`src/rtl/morse_pkg.sv`:
```
// morse_pkg: shared states, code constants, unit counts and pattern type for the Morse keyer
package morse_pkg;
  typedef enum logic [2:0] {IDLE, MARK, GAP, CHAR_GAP, WORD_GAP} state_t;
  typedef struct packed {
    logic [2:0] len;
    logic [4:0] sym;
  } pattern_t;
  localparam logic [5:0] CODE_SPACE      = 6'd36;
  localparam logic [5:0] CODE_LAST_VALID = 6'd36;
  localparam logic [2:0] DOT_UNITS       = 3'd1;
  localparam logic [2:0] DASH_UNITS      = 3'd3;
  localparam logic [2:0] SYM_GAP         = 3'd1;
  localparam logic [2:0] CHAR_GAP_EXTRA  = 3'd2;
  localparam logic [2:0] WORD_GAP_EXTRA  = 3'd4;
  // Symbols are written right-aligned for readability and stored left-aligned so symbol 0 is bit 4
  function automatic pattern_t mk(input logic [2:0] l, input logic [4:0] b);
    return '{len: l, sym: b << (3'd5 - l)};
  endfunction
endpackage

```
`src/rtl/morse_tabla.sv`:
```
// morse_tabla: combinational Morse ROM, 1 = dash, first symbol in the MSB
module morse_tabla
  import morse_pkg::*;
(
  input  logic [5:0] code,
  output pattern_t   pat
);
  always_comb
    case (code)
      6'd0:  pat = mk(3'd2, 5'b01);
      6'd1:  pat = mk(3'd4, 5'b1000);
      6'd2:  pat = mk(3'd4, 5'b1010);
      6'd3:  pat = mk(3'd3, 5'b100);
      6'd4:  pat = mk(3'd1, 5'b0);
      6'd5:  pat = mk(3'd4, 5'b0010);
      6'd6:  pat = mk(3'd3, 5'b110);
      6'd7:  pat = mk(3'd4, 5'b0000);
      6'd8:  pat = mk(3'd2, 5'b00);
      6'd9:  pat = mk(3'd4, 5'b0111);
      6'd10: pat = mk(3'd3, 5'b101);
      6'd11: pat = mk(3'd4, 5'b0100);
      6'd12: pat = mk(3'd2, 5'b11);
      6'd13: pat = mk(3'd2, 5'b10);
      6'd14: pat = mk(3'd3, 5'b111);
      6'd15: pat = mk(3'd4, 5'b0110);
      6'd16: pat = mk(3'd4, 5'b1101);
      6'd17: pat = mk(3'd3, 5'b010);
      6'd18: pat = mk(3'd3, 5'b000);
      6'd19: pat = mk(3'd1, 5'b1);
      6'd20: pat = mk(3'd3, 5'b001);
      6'd21: pat = mk(3'd4, 5'b0001);
      6'd22: pat = mk(3'd3, 5'b011);
      6'd23: pat = mk(3'd4, 5'b1001);
      6'd24: pat = mk(3'd4, 5'b1011);
      6'd25: pat = mk(3'd4, 5'b1100);
      6'd26: pat = mk(3'd5, 5'b11111);
      6'd27: pat = mk(3'd5, 5'b01111);
      6'd28: pat = mk(3'd5, 5'b00111);
      6'd29: pat = mk(3'd5, 5'b00011);
      6'd30: pat = mk(3'd5, 5'b00001);
      6'd31: pat = mk(3'd5, 5'b00000);
      6'd32: pat = mk(3'd5, 5'b10000);
      6'd33: pat = mk(3'd5, 5'b11000);
      6'd34: pat = mk(3'd5, 5'b11100);
      6'd35: pat = mk(3'd5, 5'b11110);
      default: pat = '0;
    endcase
endmodule

```
`src/rtl/generador_morse.sv`:
```
// generador_morse: keys one character code at a time as timed short/long pulses with Morse gaps
module generador_morse
  import morse_pkg::*;
#(
  parameter int UNIT_CYCLES = 12_500_000
) (
  input  logic       clk,
  input  logic       reset,
  input  logic       char_valid,
  input  logic [5:0] char_code,
  output logic       char_ready,
  output logic       short,
  output logic       long,
  output logic       busy
);
  localparam int CW = $clog2(UNIT_CYCLES + 1);
  state_t        state_q, state_d;
  logic [CW-1:0] cyc_q, cyc_d;
  logic [2:0]    unit_q, unit_d, idx_q, idx_d, units;
  pattern_t      pat_q, pat_d, rom;
  logic          accept, dash, unit_end, state_end, last_sym;

  morse_tabla u_tabla (.code(char_code), .pat(rom));

  always_ff @(posedge clk or negedge reset)
    if (!reset) begin
      state_q <= IDLE;
      cyc_q   <= '0;
      unit_q  <= '0;
      idx_q   <= '0;
      pat_q   <= '0;
    end else begin
      state_q <= state_d;
      cyc_q   <= cyc_d;
      unit_q  <= unit_d;
      idx_q   <= idx_d;
      pat_q   <= pat_d;
    end

  always_comb begin
    accept    = char_valid && char_code <= CODE_LAST_VALID;
    dash      = pat_q.sym[3'd4 - idx_q];
    units     = state_q == MARK ? (dash ? DASH_UNITS : DOT_UNITS) :
                state_q == GAP ? SYM_GAP :
                state_q == CHAR_GAP ? CHAR_GAP_EXTRA : WORD_GAP_EXTRA;
    unit_end  = cyc_q == CW'(UNIT_CYCLES - 1);
    state_end = unit_end && unit_q == units - 3'd1;
    last_sym  = idx_q == pat_q.len - 3'd1;
    state_d   = state_q;
    case (state_q)
      IDLE:    state_d = accept ? (char_code == CODE_SPACE ? WORD_GAP : MARK) : IDLE;
      MARK:    state_d = state_end ? GAP : MARK;
      GAP:     state_d = state_end ? (last_sym ? CHAR_GAP : MARK) : GAP;
      default: state_d = state_end ? IDLE : state_q;
    endcase
  end

  // Every transition changes state, so a state change is exactly a state entry
  always_comb begin
    pat_d  = state_q == IDLE && accept ? rom : pat_q;
    idx_d  = state_q == IDLE ? 3'd0 : state_q == GAP && state_end ? idx_q + 3'd1 : idx_q;
    cyc_d  = state_d != state_q || unit_end || state_q == IDLE ? '0 : cyc_q + 1'b1;
    unit_d = state_d != state_q || state_q == IDLE ? 3'd0 : unit_end ? unit_q + 3'd1 : unit_q;
  end

  always_comb begin
    char_ready = state_q == IDLE;
    busy       = state_q != IDLE;
    short      = state_q == MARK && !dash;
    long       = state_q == MARK && dash;
  end
endmodule
```
`config.mk`:
```
export PLATFORM = sky130hd
export DESIGN_NAME = generador_morse
export DESIGN_NICKNAME = d
export VERILOG_FILES = /design/src/rtl/morse_pkg.sv /design/src/rtl/morse_tabla.sv /design/src/rtl/generador_morse.sv
export SDC_FILE = /design/constraint.sdc
export NUM_CORES = 1
export LEC_CHECK = 0
export ABC_CLOCK_PERIOD_IN_PS = 6500
export BUFFER_PORTS_ARGS = -buffer_cell sky130_fd_sc_hd__buf_2
export CAP_MARGIN = 30
export CORE_MARGIN = 8
export CORE_UTILIZATION = 66
export CTS_CLUSTER_DIAMETER = 30
export DETAILED_ROUTE_END_ITERATION = 8
export PLACE_DENSITY = 0.85
export SLEW_MARGIN = 0
export SYNTH_ARGS = -nofsm -noshare
export SYNTH_HDL_FRONTEND = slang
export SYNTH_SLANG_ARGS = --single-unit
```
`constraint.sdc`:
```
create_clock -name clk -period 6.5 [get_ports clk]
set_clock_uncertainty 0.15 [all_clocks]
set_input_delay 1.3 -clock clk [delete_from_list [all_inputs] [get_ports clk]]
set_output_delay 1.3 -clock clk [all_outputs]
set_load 0.01 [all_outputs]
```
==> results.ini, run 1 <==
[yosys]
ys_warn_count=0
synth_xor_area_frac=0.0975
synth_fa_ha_area_frac=0.0539
synthMuxAreaShare=0.0310
synth_edf_count=0
syn_inst=319
synth-compound-area-share=0.148
synth_simple_gate_area_share=0.258
synth-seq-area-share=0.369
ys_ff_latch=41
synth_ff_type=dfrtp_1
ys_types=52
synth_nets=340
async_reset_ff_frac=1.00
synth_top_family_by_area=simple AND/OR/NAND/NOR gates
syn_area_per_cell_um2=8.73
syn-cell-area_um2=2780

[clock_network]
clk_pin_slew_ns=0.08
clk_latency_ns=0.30
cts_buffers=5
cts_resized=0
cts_root_buf=clkbuf_8
cts_setup_buffers=0
cts_tree=yes
cts-htree-levels=2
clockBufferDepth=2
clock-sinks=41
hold_buffers=0

[die]
start_util=0.691
rows=23
die-width_um=80.9
io_pins=13
fp.coreArea_um2=4030
design.die.area_um2=6550
fp.dieH_um=80.9

[sta]
period_minus_slack_ns=3.41
hold_viol=0
final.setup.tns_ns=0
timing.final.crit_share=0.525
grt_setup_unrepaired=no
setup_viol=0
slew_headroom=0.411
tightest_slew_ns=0.884
final_max_slew_viol_count=0
hold_ws_ns=0.304
max_clock_freq_mhz=293

[place]
port_buffers=12
place_inst=363
hpwl_um=4140
gp_congestion=0.922
post_dp_cell_area_um2=2830

[drt]
totalWireLength_um=5700
wl_per_cell_um=15.4
viasPerCell=6.15
drtIter0Drc=170
ant_nets=0
drc=0
dr.pass1.iters=4
num_vias=2283

[cells_and_area]
nNetsFinal=341
area.growth.synth_to_final_pct=5.17
postLayoutCellArea_um2=2930
drive_gt1_frac=0.0872
final_core_util=0.727
final_cells=371
n_antenna_cell=0

[power_and_ir_drop]
ir_worst_vdd_uv=153
p_leak_nw=1.27
power.density_nw_per_um2=244

[outcome]
status=completed

[critical_path]
cp_max_fo=8
worstPathArrival_ns=1.96
crit_type=reg -> out
cp-end-kind=primary output
cp-start-kind=flop
required_ns=5.05

[grt]
grt.total_usage=0.193
grt_overflow=0
grt_first_pass_wirelength_um=10100
grt_pass1_vias=2143
grt_max_degree=42
antenna_found_initial=0

[min_path]
min_path_type=reg -> reg

[run]
maxCapViolCount=0

where the power goes:
group / leakage [nW] / switching (mW) / internal (mW)
sequential: 0.551 / 0.0362 / 0.292
combinational: 0.671 / 0.117 / 0.0960
clock: 0.0447 / 0.0963 / 0.0775
per-stage QoR:
stage / setup WS, ns / power, mW
after floorplan: 3.45 / 0.490
after global placement: 3.34 / 0.537
after detailed placement: 3.21 / 0.545
after CTS: 3.07 / 0.720
after global routing: 2.87 / 0.764
final: 3.09 / 0.715
worst paths after layout:
| kind | startpoint | to | slack (ns) | cells past startpoint |
|---|---|---|---|---|
| setup reg to reg | idx_q[0]$_DFFE_PN0P_ | idx_q[0]$_DFFE_PN0P_ | 3.18 | 12 |
| setup / recovery | idx_q[0]$_DFFE_PN0P_ | long | 3.09 | 7 |
| min in group asynchronous | reset | cyc_q[16]$_DFF_PN0_ | 0.97 | 1 |
| hold / removal | cyc_q[0]$_DFF_PN0_ | cyc_q[0]$_DFF_PN0_ | 0.30 | 1 |
| max in group asynchronous | reset | idx_q[2]$_DFFE_PN0P_ | 4.68 | 1 |
| hold reg to reg | cyc_q[0]$_DFF_PN0_ | cyc_q[0]$_DFF_PN0_ | 0.30 | 1 |
placed cells by master (no fill, tap or decap), drive strengths merged, types with 11 or more instances in the layout:
cell   count
xnor2     20
nor2      40
inv       13
xor2      11
a21oi     11
nand2     27
nand3     13
o21ai     13
ha        12
dfrtp     41
buf       12
cells in the mapped netlist (4+ instances only):
library cell   n  share of area
ha_1          12          0.054
nand4_1        7          0.016
nand2b_1       6          0.013
o21ai_0       13          0.023
a211oi_1       4          0.011
a21o_1         4          0.011
o21a_1         4          0.011
a21oi_1       11          0.020
clkbuf_1      11          0.015
xnor2_1       20          0.063
dfrtp_1       41           0.37
nor2b_1        8          0.018
nor3_1        10          0.018
xor2_1        11          0.035
inv_1         12          0.016
nand2_1       27          0.036
buf_2          4         0.0072
nand3_1       13          0.023
and3_1         4         0.0090
nor2_1        40          0.054
per-layer routing:
| layer | vias up | track usage | share of wire |
|---|---|---|---|
| met2 | 48 | 0.293 | 0.45 |
| met4 | 0 | 0.0732 | 0.017 |
| li1 | 1135 | - | - |
| met5 | - | 0 | 0 |
| met3 | 10 | 0.0331 | 0.033 |
| met1 | 1090 | 0.268 | 0.50 |
state kept, by name, summed over array words and instances (netlist names):
name and count:
unit_q 3, cyc_q 24, state_q 3, idx_q 3, pat_q 8
logic make-up (layout without fill, tap and decap cells):
family                     Yosys count  count (layout)
and+or+nand+nor                    139             139
AOI/OAI and AO/OA                   60              60
DFF                                 41              41
xor gates and xnor gates            31              31
buffers and inverters               30              32
adders and majority gates           12              12
muxes                                6               6
cell type report:
class / count / area, µm²
Tap cell: 50 / 62.6
Inverter: 12 / 45.0
Clock inverter: 3 / 25.0
Sequential cell: 41 / 1030
Clock buffer: 5 / 68.8
Multi-Input combinational cell: 248 / 1640
Timing Repair Buffer: 12 / 60.1
Fill cell: 304 / 1100
worst max-delay path, cell delays in order (launching register included):
cell and delay (ns):
dfrtp_1 0.49, inv_1 0.08, ha_1 0.33, mux4_2 0.29
nand2_1 0.06, o21ai_0 0.12, nor2b_1 0.16, buf_2 0.14
Power figures use the tool's default switching activity.
==> run 2, diff against run 1 <==
ABC_CLOCK_PERIOD_IN_PS = 2960   (was 6500)
CORE_UTILIZATION = 56   (was 66)
PLACE_DENSITY = 0.77   (was 0.85)
clock period = 2.96 ns   (was 6.5 ns; I/O delays follow)
==> run 2 against run 1 <==
Core utilization is 7.2 points lower. Combinational power grew to 2.7 times the previous value. Critical endpoint is now idx_q[0]$_DFFE_PN0P_. First-iteration DRC count is 18% lower. Critical path depth is 5 higher. Worst hold slack worse by 0.040 ns. Sequential power is 120% higher.
==> results.ini, run 2 (synthesis gave the netlist of run 1 again) <==
[outcome]
status=completed

[critical_path]
cpMaxStageDelayCell=or4_1
cp-start-kind=flop
cp-end-kind=flop
cp_max_fo=3
crit_type=reg -> reg
crit_path_frequent_cell=o21ai_2
cpPeakStageDelay_ns=0.51
worstPathArrival_ns=3.03
required_ns=3.03
path_cells=inv_2 > ha_4 > mux4_2 > nand2_2 > o21ai_2 > o21ai_2 > ha_1 > xor2_1 > nor3b_4 > a21oi_2 > or4_1 > o211ai_1

[drt]
num_vias=2393
drtIter0Drc=139
totalWireLength_um=6300
dr.pass1.iters=4
drc=0
ant_nets=0
viasPerCell=5.95
wl_per_cell_um=15.7

[sta]
setup_viol=0
final_max_slew_viol_count=0
grt_setup_unrepaired=yes
max_clock_freq_mhz=338
tightest_slew_ns=0.915
timing.final.crit_share=0.999
hold_viol=0
period_minus_slack_ns=2.96
hold_ws_ns=0.265
slew_headroom=0.390
timing.final.ws_setup_ns=0.00218

[cells_and_area]
reg.largest.list=cyc_q (24), pat_q (8)
n_antenna_cell=0
final_cell_mix=dfrtp_1, nor2_1, nand2_1
mostFrequentLayoutCell=dfrtp_1
drive_gt1_frac=0.158
top_register=cyc_q
area.growth.synth_to_final_pct=11.8
largest_reg_flops=24
nNetsFinal=355

[power_and_ir_drop]
report.power.total_mw=1.66
p_leak_nw=1.35
ir_worst_vdd_uv=242
power.density_nw_per_um2=533

[die]
start_util=0.586
io_pins=13
fp.dieH_um=86.5
die-width_um=86.5
rows=25
design.die.area_um2=7480
fp.coreArea_um2=4750

[place]
hpwl_um=4550
dp_slack_ns=-0.127
port_buffers=12
gp_congestion=0.910

[clock_network]
cts-htree-levels=2
cts_buffers=5
clockBufferDepth=2
clock-sinks=41
cts_tree=yes
clk_latency_ns=0.29
cts_root_buf=clkbuf_8
clk_pin_slew_ns=0.09
hold_buffers=0

[grt]
grt_overflow=0
grt.total_usage=0.181
grt_max_degree=42
grt_first_pass_wirelength_um=11000
grt_pass1_vias=2328
antenna_found_initial=0

[min_path]
min_path_type=in -> async

[run]
maxCapViolCount=0

-- run 2: changes by cell type in the layout (fill, tap and decap cells not counted), sizes merged --
| cell | change |
|---|---|
| clkinv | +2 |
| clkinvlp | -1 |
| inv | -1 |
| buf | +14 |
-- run 2: critical path, delay by kind of cell, from the launching register on --
family	cells	cell delay [ns]
DFF	1	0.40
adders and majority gates	2	0.52
AOI/OAI and AO/OA	4	0.36
and+or+nand+nor	3	0.85
buffers and inverters	1	0.06
muxes	1	0.32
xor gates and xnor gates	1	0.21
-- run 2: worst paths after layout --
check                                     startpoint              endpoint  slack, ns  cells after the start
worst max-delay path            idx_q[0]$_DFFE_PN0P_  idx_q[0]$_DFFE_PN0P_      0.002                     12
worst min-delay path                           reset   cyc_q[11]$_DFF_PN0_       0.26                      1
worst max register to register  idx_q[0]$_DFFE_PN0P_  idx_q[0]$_DFFE_PN0P_      0.002                     12
worst min register to register    cyc_q[0]$_DFF_PN0_    cyc_q[0]$_DFF_PN0_       0.31                      1
max in group asynchronous                      reset  pat_q[3]$_DFFE_PN0P_       1.81                      1
min in group clk                  cyc_q[0]$_DFF_PN0_    cyc_q[0]$_DFF_PN0_       0.31                      1
-- run 2: final cells by class --
cell class,instances,area [µm²]
tap,67,83.8
timing repair buffer,26,169
clock buffer,5,68.8
clock inverter,3,22.5
inverter,12,45.0
fill,420,1640
multi-input combinational,248,1700
sequential,41,1030
-- run 2: per-stage QoR --
stage	utilization	cells	area, µm²	TNS, ns
6_report	0.655	402	3110	0
5_1_grt	0.655	402	3110	-0.388
4_1_cts	0.648	401	3080	-0.0101
3_5_place_dp	0.621	391	2950	-0.221
3_3_place_gp	0.621	391	2950	0
2_1_floorplan	-	319	2800	0
-- run 2: layer usage --
layer	share of wire	wire, µm	track usage
met5	0	0	0
met4	0.028	178	0.0814
met3	0.038	242	0.0359
met2	0.46	2890	0.285
met1	0.47	2990	0.233
-- run 2: repair_timing --
action,4_1_cts,5_1_grt
pin swaps,6,11
endpoints found under the setup margin,6,7
resized for setup,8,5
setup buffers,2,1
-- run 2: power by group --
| part | internal (mW) | leakage (nW) | switching, mW |
|---|---|---|---|
| Clock | 0.167 | 0.0481 | 0.205 |
| Combinational | 0.275 | 0.754 | 0.292 |
| Sequential | 0.642 | 0.551 | 0.0781 |
| Total | 1.08 | 1.35 | 0.574 |
==> run 3, diff against run 2 <==
CELL_PAD_IN_SITES_DETAIL_PLACEMENT = 1   (was unset)
CELL_PAD_IN_SITES_GLOBAL_PLACEMENT = 2   (was unset)
CORE_UTILIZATION = 35   (was 56)
PLACE_DENSITY = unset   (was 0.77)
PLACE_DENSITY_LB_ADDON = 0.1   (was unset)
==> run 3 against run 2 <==
Routed wire length is 12% higher. Worst setup slack better by 0.051 ns. Register-to-register slack better by 0.05 ns. Largest cell class unchanged. Sequential power is 1% lower. Critical path depth is 1 lower. Sequential share of layout area is 1.1 points lower. First-iteration DRC count is 38% lower. Global-route usage is 4.7 points lower.
==> results.ini, run 3 (synthesis gave the netlist of run 1 again) <==
[drt]
drtIter0Drc=86
viasPerCell=5.34
num_vias=2364
ant_nets=0
drc=0
wl_per_cell_um=15.9
dr.pass1.iters=4
totalWireLength_um=7040

[sta]
hold_viol=0
timing.final.ws_setup_ns=0.0537
slew_headroom=0.643
period_minus_slack_ns=2.91
final.setup.tns_ns=0
grt_setup_unrepaired=yes
tightest_slew_ns=0.535
hold_ws_ns=0.118
timing.final.crit_share=0.982
max_clock_freq_mhz=344
setup_viol=0
final_max_slew_viol_count=0

[grt]
grt_max_degree=27
grt.total_usage=0.134
antenna_found_initial=0
grt_pass1_vias=2499
grt_overflow=0
grt_first_pass_wirelength_um=12400

[critical_path]
required_ns=3.03
cpMaxStageDelayCell=mux4_2
cp_max_fo=3
cpPeakStageDelay_ns=0.50
worstPathArrival_ns=2.97
path_cells=buf_4 > mux4_2 > nand2_2 > o21ai_2 > o21ai_1 > ha_1 > xor2_2 > nor3b_4 > a21oi_2 > or4_1 > o211ai_1
path_delay_family=simple AND/OR/NAND/NOR gates
crit_type=reg -> reg
cp-start-kind=flop
cp_num_buf_inv=1
cp-end-kind=flop

[die]
fp.coreArea_um2=7730
io_pins=13
rows=32
design.die.area_um2=11100
start_util=0.360
fp.dieH_um=105
die-width_um=105

[cells_and_area]
reg.largest.list=cyc_q (24), pat_q (8)
final_cells=443
area.growth.synth_to_final_pct=15.6
largest_reg_flops=24
n_antenna_cell=0
nNetsFinal=361
final_core_util=0.416
top_register=cyc_q
mostFrequentLayoutCell=dfrtp_1
postLayoutCellArea_um2=3220
final_cell_mix=dfrtp_1, nor2_1, nand2_1
drive_gt1_frac=0.167

[power_and_ir_drop]
report.power.total_mw=1.71
p_leak_nw=1.39
power.density_nw_per_um2=532
ir_worst_vdd_uv=340

[place]
gp_congestion=0.793
post_dp_cell_area_um2=3040
place_inst=430
dp_slack_ns=-0.0657
hpwl_um=5240
port_buffers=12

[min_path]
min_path_type=in -> async

[clock_network]
clockBufferDepth=2
cts_root_buf=clkbuf_8
cts-htree-levels=2
clk_latency_ns=0.29
cts_buffers=5
clock-sinks=41
clk_pin_slew_ns=0.09
cts_tree=yes

[run]
maxCapViolCount=0

[outcome]
status=completed

==> run 3: timing repair <==
action                                  4_1_cts  5_1_grt
resized for setup                             4        6
setup buffers                                 1        4
pin swaps                                     2        5
endpoints found under the hold margin         0        0
gates cloned                                  0        0
hold buffers                                  0        0
endpoints found under the setup margin        4        8
==> run 3: cell type report <==
| cell class | count | area [µm²] |
|---|---|---|
| fillers | 915 | 4510 |
| repair buffers | 32 | 230 |
| flip-flops and latches | 41 | 1030 |
| clock buffers | 6 | 82.6 |
| clock inverters | 2 | 13.8 |
| multi-input cells | 248 | 1690 |
| well taps | 102 | 128 |
| inverters | 12 | 45.0 |
==> run 3: worst reg2reg max path: stages, from the launching register on <==
cell	delay, ns
dfrtp_1	0.40
buf_4	0.14
mux4_2	0.50
nand2_2	0.08
o21ai_2	0.06
o21ai_1	0.13
ha_1	0.28
xor2_2	0.16
nor3b_4	0.23
a21oi_2	0.10
or4_1	0.50
o211ai_1	0.10
==> run 3: worst paths after layout <==
path                                       from              endpoint  slack (ns)  cells past startpoint
hold / removal                            reset   cyc_q[10]$_DFF_PN0_        0.12                      1
setup reg to reg           idx_q[0]$_DFFE_PN0P_  idx_q[0]$_DFFE_PN0P_        0.05                     11
max in group asynchronous                 reset  idx_q[1]$_DFFE_PN0P_        2.03                      2
min in group clk             cyc_q[0]$_DFF_PN0_    cyc_q[0]$_DFF_PN0_        0.33                      1
setup / recovery           idx_q[0]$_DFFE_PN0P_  idx_q[0]$_DFFE_PN0P_        0.05                     11
hold reg to reg              cyc_q[0]$_DFF_PN0_    cyc_q[0]$_DFF_PN0_        0.33                      1
==> run 3: report_power, final <==
group | internal (mW) | switching [mW] | leakage (nW)
registers | 0.642 | 0.0706 | 0.551
clock network | 0.190 | 0.214 | 0.0512
logic | 0.292 | 0.303 | 0.792
total | 1.12 | 0.587 | 1.39
==> run 3: layer usage <==
metal | vias to the layer above | GRT usage | wire length (µm)
met3 | 4 | 0.0283 | 153
li1 | 1165 | - | -
met4 | 0 | 0.0347 | 44
met1 | 1174 | 0.167 | 3300
met2 | 21 | 0.230 | 3550
met5 | - | 0 | 0
